$ cat src/rtl/clk_div_monitor.sv
// Watches a divided clock sampled as data in the clk domain: measures its period and high time,
// locks after LOCK_COUNT consecutive periods match i_exp_period, and flags mismatches and stalls.
module clk_div_monitor #(
    parameter int WIDTH      = 8,
    parameter int LOCK_COUNT = 4
) (
    input  logic             clk,
    input  logic             resetn,
    input  logic             div_clk,
    input  logic             i_enable,
    input  logic [WIDTH-1:0] i_exp_period,
    input  logic             i_clr_err,
    output logic             o_rise,
    output logic             o_fall,
    output logic [WIDTH-1:0] o_period,
    output logic [WIDTH-1:0] o_high,
    output logic             o_locked,
    output logic             o_err,
    output logic [7:0]       o_err_cnt
);

    localparam logic [WIDTH-1:0] CNT_MAX   = '1;
    localparam int               GOOD_W    = $clog2(LOCK_COUNT + 1);
    localparam logic [GOOD_W-1:0] GOOD_LOCK = GOOD_W'(LOCK_COUNT);

    typedef enum logic [1:0] {
        IDLE,
        ACQ,
        MEAS,
        LOCKED
    } state_t;

    state_t            state;
    logic              s1, s2, s3;
    logic [WIDTH-1:0]  cnt;
    logic [WIDTH-1:0]  hcnt;
    logic [GOOD_W-1:0] good_cnt;
    logic [GOOD_W-1:0] good_inc;

    logic rise, fall;
    logic measuring;
    logic period_match;
    logic timeout;
    logic mismatch_err;
    logic err_event;

    assign rise         = s2 & ~s3;
    assign fall         = ~s2 & s3;
    assign measuring    = (state == MEAS) || (state == LOCKED);
    assign period_match = (cnt == i_exp_period);
    assign timeout      = measuring && !rise && (cnt == CNT_MAX);
    assign mismatch_err = (state == LOCKED) && rise && !period_match;
    // Disable has priority: nothing counted in the cycle the monitor is being shut down.
    assign err_event    = i_enable && (timeout || mismatch_err);
    assign good_inc     = (good_cnt == GOOD_LOCK) ? good_cnt : good_cnt + 1'b1;

    // div_clk is asynchronous to clk, so two flops absorb metastability before edge detection.
    always_ff @(posedge clk or negedge resetn) begin
        if (!resetn) begin
            s1     <= 1'b0;
            s2     <= 1'b0;
            s3     <= 1'b0;
            o_rise <= 1'b0;
            o_fall <= 1'b0;
        end else begin
            // NOTE: non-blocking assignments make every flop sample the pre-edge value, so the
            // chain shifts by exactly one stage per clock regardless of statement order.
            s1     <= div_clk;
            s2     <= s1;
            s3     <= s2;
            o_rise <= rise;
            o_fall <= fall;
        end
    end

    always_ff @(posedge clk or negedge resetn) begin
        if (!resetn) begin
            state     <= IDLE;
            cnt       <= '0;
            hcnt      <= '0;
            good_cnt  <= '0;
            o_period  <= '0;
            o_high    <= '0;
            o_locked  <= 1'b0;
            o_err     <= 1'b0;
            o_err_cnt <= '0;
        end else begin
            o_err <= err_event;

            if (i_clr_err) begin
                o_err_cnt <= '0;
            end else if (err_event && (o_err_cnt != 8'hFF)) begin
                o_err_cnt <= o_err_cnt + 8'd1;
            end

            if (!i_enable) begin
                state    <= IDLE;
                cnt      <= '0;
                hcnt     <= '0;
                good_cnt <= '0;
                o_locked <= 1'b0;
            end else begin
                if (state == IDLE) begin
                    hcnt <= '0;
                end else begin
                    if (rise) begin
                        hcnt <= WIDTH'(1);
                    end else if (s2 && (hcnt != CNT_MAX)) begin
                        hcnt <= hcnt + 1'b1;
                    end
                    if (fall) begin
                        o_high <= hcnt;
                    end
                end

                case (state)
                    IDLE: begin
                        state    <= ACQ;
                        cnt      <= '0;
                        good_cnt <= '0;
                    end
                    ACQ: begin
                        // The first edge only opens a measurement window; no period exists yet.
                        if (rise) begin
                            state <= MEAS;
                            cnt   <= WIDTH'(1);
                        end else begin
                            cnt <= '0;
                        end
                    end
                    MEAS, LOCKED: begin
                        if (rise) begin
                            o_period <= cnt;
                            cnt      <= WIDTH'(1);
                            if (period_match) begin
                                good_cnt <= good_inc;
                                if (good_inc == GOOD_LOCK) begin
                                    state    <= LOCKED;
                                    o_locked <= 1'b1;
                                end
                            end else begin
                                good_cnt <= '0;
                                state    <= MEAS;
                                o_locked <= 1'b0;
                            end
                        end else if (cnt == CNT_MAX) begin
                            // Stalled div_clk: report a full-scale period and start over.
                            o_period <= CNT_MAX;
                            cnt      <= '0;
                            good_cnt <= '0;
                            state    <= ACQ;
                            o_locked <= 1'b0;
                        end else begin
                            cnt <= cnt + 1'b1;
                        end
                    end
                    default: begin
                        state <= IDLE;
                    end
                endcase
            end
        end
    end

endmodule

$ cat config.mk
export PLATFORM = sky130hd
export DESIGN_NAME = clk_div_monitor
export DESIGN_NICKNAME = d
export VERILOG_FILES = /design/src/rtl/clk_div_monitor.sv
export SDC_FILE = /design/constraint.sdc
export NUM_CORES = 1
export LEC_CHECK = 0
export ABC_AREA = 1
export BUFFER_PORTS_ARGS = -buffer_cell sky130_fd_sc_hd__buf_4
export CAP_MARGIN = 5
export CELL_PAD_IN_SITES_DETAIL_PLACEMENT = 0
export CELL_PAD_IN_SITES_GLOBAL_PLACEMENT = 1
export CORE_ASPECT_RATIO = 0.8
export CORE_MARGIN = 2
export CORE_UTILIZATION = 38
export CTS_BUF_LIST = sky130_fd_sc_hd__clkbuf_16
export CTS_CLUSTER_DIAMETER = 60
export CTS_CLUSTER_SIZE = 20
export DETAILED_ROUTE_END_ITERATION = 6
export PLACE_DENSITY = 0.77
export SLEW_MARGIN = 20
export SYNTH_ARGS = -nofsm -noshare
export SYNTH_HDL_FRONTEND = slang
export SYNTH_SLANG_ARGS = --single-unit
export TNS_END_PERCENT = 1
$ cat constraint.sdc
create_clock -name clk -period 1.4 [get_ports clk]
set_input_delay 0.07 -clock clk [delete_from_list [all_inputs] [get_ports clk]]
set_output_delay 0.07 -clock clk [all_outputs]
set_load 0.1 [all_outputs]
==> flow_summary.toml <==
[status]
outcome = "finished, violations left"
violations = "setup timing"

[floorplanning]
fp.dieW_um = 99.18
rows = 27
start_util = 0.3957
dieArea_um2 = 7948
die_h_um = 80.14
ioPinCount = 41
core_region_area_um2 = 6959

[synth]
syn-cell-area_um2 = 2754
synth-seq-cells = 52
syn_area_per_cell_um2 = 8.100
synth_warnings = 0
async_flop_share = 1.000
syn_inst = 340
synth.net_count = 358
seq_area_frac_synth = 0.4725
ys.flop_type = "dfrtp_1"
synth-edff-count = 0
synth_cell_type_count = 34

[critical_path]
r2r_setup_slack_ps = -230
critPathMaxStageDelay_ps = 360
crit_fanout = 4
required_ps = 1580
path_buf_inv = 1
path_cells = "ha_2 > nand3_2 > nor2_4 > nand2_2 > nor2_2 > nand2_1 > nand2_2 > buf_4 > nor2_1 > nor2_1 > nor2_1"
crit_top_cell = "nor2_1"
r2r-start = "hcnt[0]"
end_kind = "flip-flop"
critical_path_arrival_ps = 1810
critPathKind = "flip-flop to flip-flop"
cp_slowest_cell = "dfrtp_1"
critPathLaunchType = "flip-flop"
startpoint = "hcnt[0]"
crit_family = "simple AND/OR/NAND/NOR gates"

[clock_tree]
ctsRootBufferMaster = "clkbuf_16"
clk_pin_slew_worst_paths_ps = 60
cts.path.max_buffers = 2
htreeDepth = 2
numClockSinks = 52
clock_latency_ps = 290
numCtsBuffers = 5
cts_tree = "yes"

[finish]
synthToLayoutAreaGrowth_pct = 42.75
instances_no_fill = 527
num-nets-final = 457
drive_gt1_frac = 0.3773
stdcell_area_um2 = 3931
num_antenna_cells = 0

[timing]
rsz0062_at_grt = "true"
finClkSkew_ps = 7.214
setup_viol = 33
post-route-min-period_ps = 1627
max_freq_mhz = 614.7
final.period_utilization = 1.162
drv_slew = 0
finalWorstSetupSlack_ps = -226.7
slew-limit-headroom = 0.5768
setup_tns_ps = -3706
hold_viol = 0
worst_slew_pin_slew_ps = 634.9

[grt]
overflow = 0
grt_max_degree = 51
grt_pass1_wl_um = 11560
grt_usage = 0.1819
grt_pass1_vias = 2437
antenna_found_initial = 0

[job]
cap_violations = 0

[detailed_routing]
drtPass1Iterations = 4
wl_per_cell_um = 12.71
drc = 0
viasPerCell = 4.732
first_iter_violations = 125
route.vias.total = 2494
wl_um = 6700
antenna_left = 0

[worst_hold_path]
min_path_type = "input pin to flip-flop"
min_from = "i_enable"

[placement]
gp_congestion = 0.7970
dp_hpwl_um = 4847
place_area_um2 = 3546
placed_cells = 508
port-buffer-count = 40

[power]
p_per_area_nw_per_um2 = 1329
power.leakage_nw = 1.952
peakVddDrop_v = 0.0008470
final timing paths:
kind / to / cells past startpoint
min: hcnt[4] / 3
min in group asynchronous: hcnt[5] / 2
min reg2reg: s2 / 0
max: hcnt[7] / 11
max in group asynchronous: o_period[3] / 3
max reg2reg: hcnt[7] / 11
routing by layer:
metal,up-vias,share of wire,track usage,wire [um]
met5,-,0,0,0
li1,1292,-,-,-
met4,0,0.0069,0.03699,46
met2,30,0.45,0.2824,3011
met3,4,0.034,0.03133,225
met1,1168,0.51,0.2681,3417
repair_timing:
action / 4_1_cts / 5_1_grt
hold endpoints to repair: 49 / 0
buffers inserted: 4 / 3
hold buffers: 2 / 0
resized for setup: 15 / 26
pin swaps: 6 / 14
cloned: 1 / 1
endpoints found under the setup margin: 33 / 41
worst register-to-register path, stage by stage, from the launching register on:
cell and delay [ps]:
dfrtp_1 360, ha_2 200, nand3_2 110, nor2_4 140, nand2_2 70, nor2_2 120, nand2_1 80, nand2_2 130
buf_4 130, nor2_1 40, nor2_1 90, nor2_1 50
cells in the mapped netlist (all sizes together), types with 3 or more instances:
| master | n | area share |
|---|---|---|
| nand2 | 87 | 0.13 |
| dfrtp | 52 | 0.47 |
| inv | 49 | 0.067 |
| nor2 | 38 | 0.055 |
| nand3 | 30 | 0.067 |
| o21ai | 29 | 0.064 |
| nand4 | 10 | 0.023 |
| a21oi | 8 | 0.015 |
| buf | 5 | 0.011 |
| ha | 5 | 0.023 |
| xor2 | 5 | 0.016 |
| nor3b | 4 | 0.011 |
| xnor2 | 4 | 0.013 |
| nor3 | 3 | 0.0095 |
cell usage in the layout (no fill, tap or decap), drive strengths merged, types with 2 or more instances in the layout:
cell and instances:
a21oi 8, buf 95, clkbuf 5, clkinv 2
dfrtp 52, dlygate4sd3 2, ha 5, inv 51
nand2 88, nand3 31, nand4 10, nor2 38
nor3 3, nor3b 4, nor4 2, o21ai 29
o22ai 2, xnor2 4, xor2 5
cell families (layout without fill, tap and decap cells):
logic type,count (synthesis),count (layout),synth area share
AOI/OAI and AO/OA,42,42,0.09042
and+or+nand+nor,174,176,0.2990
adders and majority gates,5,5,0.02272
buffers and inverters,57,155,0.08268
muxes,1,1,0.004089
DFF,52,52,0.4725
xor gates and xnor gates,9,9,0.02862
through the flow:
| stage | power [mW] | setup WS, ps | hold WS, ps | util |
|---|---|---|---|---|
| 2_1_floorplan | 3.329 | -257.2 | -225.6 | - |
| 3_3_place_gp | 3.958 | -134.3 | 136.7 | 0.5095 |
| 3_5_place_dp | 3.976 | -217.7 | 143.3 | 0.5095 |
| 4_1_cts | 5.206 | -203.1 | 122.3 | 0.5471 |
| 5_1_grt | 5.482 | -315.6 | 139.9 | 0.5649 |
| 6_report | 5.225 | -226.7 | 132.9 | 0.5649 |
cell type report:
class	instances	area (um2)
clock inverter	3	12.51
clock buffer	5	125.1
sequential	52	1318
inverter	50	188.9
fill	651	3028
timing repair buffer	97	749.5
tap	87	108.9
multi-input combinational	233	1429
flip-flops by register name, indices dropped and copies added, names as in the netlist:
register / count
cnt: 8
good_cnt: 3
hcnt: 8
o_err: 1
o_err_cnt: 8
o_fall: 1
o_high: 8
o_locked: 1
o_period: 8
o_rise: 1
s1: 1
s2: 1
s3: 1
state: 2
power by group:
group,internal [mW],total [mW],switching (mW),leakage [nW]
Combinational,0.635,2.24,1.61,1.19
Clock,0.647,1.15,0.508,0.0762
Sequential,1.69,1.83,0.136,0.684
(Power assumes the default switching activity.)
